<file path="config.mk">
export PLATFORM = sky130hd
export DESIGN_NAME = seg7_scan_ctrl
export DESIGN_NICKNAME = d
export VERILOG_FILES = /design/src/rtl/seg7_scan_ctrl_dec.sv /design/src/rtl/seg7_scan_ctrl.sv
export SDC_FILE = /design/constraint.sdc
export NUM_CORES = 1
export LEC_CHECK = 0
export BUFFER_PORTS_ARGS = -buffer_cell sky130_fd_sc_hd__buf_2
export CAP_MARGIN = 20
export CORE_UTILIZATION = 40
export DETAILED_ROUTE_END_ITERATION = 10
export GPL_ROUTABILITY_DRIVEN = 0
export HOLD_SLACK_MARGIN = 0.15
export PLACE_DENSITY = 0.66
export SYNTH_ARGS = -nofsm -noshare
export SYNTH_HDL_FRONTEND = slang
export SYNTH_HIERARCHICAL = 1
export SYNTH_SLANG_ARGS = --single-unit
export TNS_END_PERCENT = 20
</file>
<file path="constraint.sdc">
create_clock -name CLK -period 2.92 [get_ports CLK]
set_input_delay 0.146 -clock CLK [delete_from_list [all_inputs] [get_ports CLK]]
set_output_delay 0.146 -clock CLK [all_outputs]
set_load 0.02 [all_outputs]
</file>
<file path="src/rtl/seg7_scan_ctrl_dec.sv">
// Shared 7-segment decoder: BCD nibble to active-low {g,f,e,d,c,b,a}.
// A disabled digit is fully dark; non-BCD codes light every segment.
module seg7_scan_ctrl_dec (
   input  logic [3:0] nib,
   input  logic       en,
   output logic [6:0] seg_n
);

   always_comb begin
      seg_n = 7'b1111111;
      if (en) begin
         case (nib)
            4'd0:    seg_n = 7'b1000000;
            4'd1:    seg_n = 7'b1111001;
            4'd2:    seg_n = 7'b0100100;
            4'd3:    seg_n = 7'b0110000;
            4'd4:    seg_n = 7'b0011001;
            4'd5:    seg_n = 7'b0010010;
            4'd6:    seg_n = 7'b0000010;
            4'd7:    seg_n = 7'b1111000;
            4'd8:    seg_n = 7'b0000000;
            4'd9:    seg_n = 7'b0010000;
            default: seg_n = 7'b0000000;
         endcase
      end
   end

endmodule

</file>
<file path="src/rtl/seg7_scan_ctrl.sv">
// Six-digit multiplexed 7-segment scanner with per-slot blanking guard,
// per-digit blink and leading-zero blanking of the hours-tens digit.
module seg7_scan_ctrl #(
   parameter int SCAN_DIV     = 50000,
   parameter int GUARD        = 16,
   parameter int BLINK_FRAMES = 83
) (
   input  logic        CLK,
   input  logic        RST,
   input  logic [23:0] DIN,
   input  logic [5:0]  BLINK,
   input  logic        LZB,
   output logic [6:0]  nHEX,
   output logic [5:0]  nDIGIT
);

   localparam int NDIG = 6;
   localparam int IW   = $clog2(NDIG);
   localparam int CW   = $clog2(SCAN_DIV);
   localparam int FW   = (BLINK_FRAMES > 1) ? $clog2(BLINK_FRAMES) : 1;

   localparam logic [CW-1:0]   CNT_LAST = CW'(SCAN_DIV - 1);
   localparam logic [CW-1:0]   CNT_ON   = CW'(GUARD);
   localparam logic [IW-1:0]   IDX_LAST = IW'(NDIG - 1);
   localparam logic [FW-1:0]   FRM_LAST = FW'(BLINK_FRAMES - 1);
   localparam logic [NDIG-1:0] SEL_ONE  = {{(NDIG-1){1'b0}}, 1'b1};

   typedef enum logic {S_GUARD, S_ON} slot_t;

   logic [CW-1:0]   cnt, cnt_nxt;
   logic [IW-1:0]   idx, idx_nxt;
   logic [FW-1:0]   frame;
   logic            phase;
   logic [3:0]      nib, cur_dig;
   logic            en;
   logic            slot_end, frame_end, blank;
   slot_t           state;
   logic [NDIG-1:0] ndig;

   always_comb begin
      slot_end  = (cnt == CNT_LAST);
      frame_end = slot_end && (idx == IDX_LAST);
      cnt_nxt   = slot_end ? '0 : cnt + 1'b1;

      idx_nxt = idx;
      if (slot_end)
         idx_nxt = (idx == IDX_LAST) ? '0 : idx + 1'b1;

      cur_dig = DIN[3:0];
      case (idx)
         IW'(1):  cur_dig = DIN[7:4];
         IW'(2):  cur_dig = DIN[11:8];
         IW'(3):  cur_dig = DIN[15:12];
         IW'(4):  cur_dig = DIN[19:16];
         IW'(5):  cur_dig = DIN[23:20];
         default: cur_dig = DIN[3:0];
      endcase

      // Leading-zero test looks at the hours-tens digit itself, not at nib.
      blank = (BLINK[idx] & phase)
            | (LZB & (idx == IDX_LAST) & (DIN[4*NDIG-1 -: 4] == 4'd0));
   end

   always_ff @(posedge CLK) begin
      if (RST) begin
         cnt   <= '0;
         idx   <= '0;
         frame <= '0;
         phase <= 1'b0;
         nib   <= 4'd0;
         en    <= 1'b0;
         state <= S_GUARD;
         ndig  <= '1;
      end else begin
         cnt <= cnt_nxt;
         idx <= idx_nxt;

         // Phase flips together with the 5->0 wrap so the new frame starts clean.
         if (frame_end) begin
            if (frame == FRM_LAST) begin
               frame <= '0;
               phase <= ~phase;
            end else begin
               frame <= frame + 1'b1;
            end
         end

         // Latch the slot's digit once; segments settle while the digit is dark.
         if (cnt == '0) begin
            nib <= cur_dig;
            en  <= ~blank;
         end

         case (state)
            S_GUARD: if (cnt_nxt == CNT_ON) begin
               state <= S_ON;
               ndig  <= ~(SEL_ONE << idx);
            end
            S_ON: if (slot_end) begin
               state <= S_GUARD;
               ndig  <= '1;
            end
         endcase
      end
   end

   assign nDIGIT = ndig;

   seg7_scan_ctrl_dec u_dec (
      .nib   (nib),
      .en    (en),
      .seg_n (nHEX)
   );

endmodule

</file>
==> results_dict.tcl <==
set metrics [dict create \
    status "complete, no violations" \
    yosysUniqueCellTypes 57 \
    netlist.area_leader.share_pct 30.4 \
    cts_tree "yes" \
    netlist_instances 309 \
    skew_ns 0.0113 \
    synth_area_leaders "dfxtp_1 (30%), nor2_1 (6.6%), ha_1 (5.4%)" \
    hold_path.class "input pin to register" \
    routed_via_density 5.42 \
    n_antenna_cell 0 \
    tightestPinTransition_ns 0.540 \
    ys_seq_area_share_pct 30.4 \
    ir_worst_vdd_mv 0.269 \
    power_mw 1.07 \
    clockBufferDepth 2 \
    num_rows 28 \
    grt_pass1_vias 1986 \
    yosysMostFrequentCell "nor2_1" \
    grt_overflow_total 0 \
    synth_common_cells "nor2_1 (45), dfxtp_1 (39), nand2_1 (21)" \
    cts_root_buf "clkbuf_8" \
    antenna_left 0 \
    drive_above_1_share_pct 22.2 \
    cp.required_ns 3.14 \
    io_pins 46 \
    wire_per_inst_um 13.6 \
    dr.pass1.iters 4 \
    maxCapViolations 0 \
    antenna_found_initial 0 \
    postCtsHoldBufs 0 \
    path_clk_slew_ns 0.08 \
    power_leakage_nw 1.09 \
    syn_avg_cell_area_um2 8.30 \
    path_class "register to register" \
    initial_core_util_pct 42.3 \
    ys_async_sr_fraction_pct 0 \
    yosys.area.top_type "dfxtp_1" \
    final-hold-violation-count 0 \
    cts_resized 0 \
    cp-start-kind "register" \
    vias 2265 \
    synth_nets 353 \
    drt_iter0_markers 101 \
    grt_start_max_net_pins 26 \
    cp_data_arrival_time_ns 2.79 \
    fp.dieW_um 82.1 \
    setup-tns-final_ns 0 \
    synth-seq-cells 39 \
    fin_crit_ns 2.56 \
    final_nets 387 \
    drc 0 \
    netlist_area_um2 2560 \
    clkLatencyLatePin_ns 0.29 \
    worstPathMaxFanout 10 \
    core_area_um2 6060 \
    cts_buffers 5 \
    io_buffers 45 \
    grt_first_pass_wirelength_um 9360 \
    h-tree-depth 2 \
    setup_viol 0 \
    die_area_um2 6740 \
    syn_to_final_growth_pct 12.2 \
    yosys_warnings 6 \
    max_freq_mhz 390 \
    end_kind "register" \
    relSlewSlack_pct 63.7 \
    wl_um 5690 \
    rsz0062_at_grt "no" \
    clock_sinks 39 \
    post_cts_buffers 0 \
    synth_edf_count 0 \
    slew_violations 0 \
    fin_crit_sh_pct 87.7 \
    synth_ff_type "dfxtp_1" \
    dp.final_hpwl_um 4290 \
    p_per_area_nw_per_um2 370 \
    track_usage_pct 17.9 \
    chipHeight_um 82.1 \
]
-- through the flow --
stage	area (um^2)	utilization [%]	cells	hold slack, ns	setup slack (ns)
after floorplan	2560	-	309	0.317	0.524
after global placement	2800	46.1	411	0.448	0.497
after detailed placement	2800	46.1	411	0.455	0.393
after CTS	2880	47.5	418	0.152	0.382
after global routing	2880	47.5	418	0.197	0.169
final	2880	47.5	418	0.150	0.358
-- worst paths after layout --
kind | startpoint | endpoint | slack, ns | cells after the start
max | cnt[3] | nDIGIT[0] | 0.36 | 7
max reg2reg | cnt[3] | nDIGIT[0] | 0.36 | 7
min | DIN[2] | nib[2] | 0.15 | 3
min reg2reg | nib[1] | nib[1] | 0.51 | 2
-- cells by family (layout without fill, tap and decap cells) --
family,Yosys count,in the layout,synth area share [%]
multiplexers,14,14,6.59
buffers and inverters,34,68,6.49
adder cells (fa/ha/maj),11,11,5.37
XOR/XNOR,22,22,7.51
flip-flops,39,39,30.4
AND/OR/NAND/NOR,142,142,30.8
AO/OA/AOI/OAI,47,47,12.8
-- layer usage --
layer  up-vias  share of wire (%)  global-route usage, %
met5         -                  0                      0
li1       1165                  -                      -
met3         5                4.3                   3.67
met1      1044                 50                   25.0
met2        51                 45                   27.9
met4         0               0.77                   4.56
-- layout by cell type, fill, tap and decap left out, types with 6 or more instances in the layout --
cell type	netlist	routed
a21oi_1	14	14
and3_1	6	6
buf_2	6	45
dfxtp_1	39	39
ha_1	11	11
inv_1	10	10
mux2i_1	9	9
nand2_1	21	21
nand3_1	13	13
nand4_1	7	7
nor2_1	45	45
nor3_1	8	8
o21ai_0	6	6
xnor2_1	9	9
xor2_1	13	13
-- where the power goes --
| part | switching [mW] | internal, mW | total [mW] |
|---|---|---|---|
| Sequential | 0.0242 | 0.543 | 0.568 |
| Combinational | 0.0817 | 0.0665 | 0.148 |
| Clock | 0.187 | 0.163 | 0.351 |
| Total | 0.293 | 0.773 | 1.07 |
-- worst max-delay path, stage by stage (launching register included) --
cell and delay (ns):
dfxtp_1 0.56, nand4_4 0.19, nor3_1 0.45, mux2_2 0.39, a2bb2oi_1 0.15, a2111oi_4 0.33, buf_4 0.22, mux2i_1 0.19
-- final cells by class --
class                           instances  area (um^2)
Tap cell                               75         93.8
Inverter                               11         41.3
Sequential cell                        39          781
Clock buffer                            5         68.8
Clock inverter                          2         13.8
Timing Repair Buffer                   50          263
Multi-Input combinational cell        236         1620
Fill cell                             584         3180
-- registers in the layout, summed over array words and instances (netlist names) --
| signal | count |
|---|---|
| state | 1 |
| frame | 7 |
| cnt | 16 |
| idx | 3 |
| phase | 1 |
| nDIGIT | 6 |
| nib | 4 |
| en | 1 |
No activity file was read; power rests on OpenSTA's default activity.
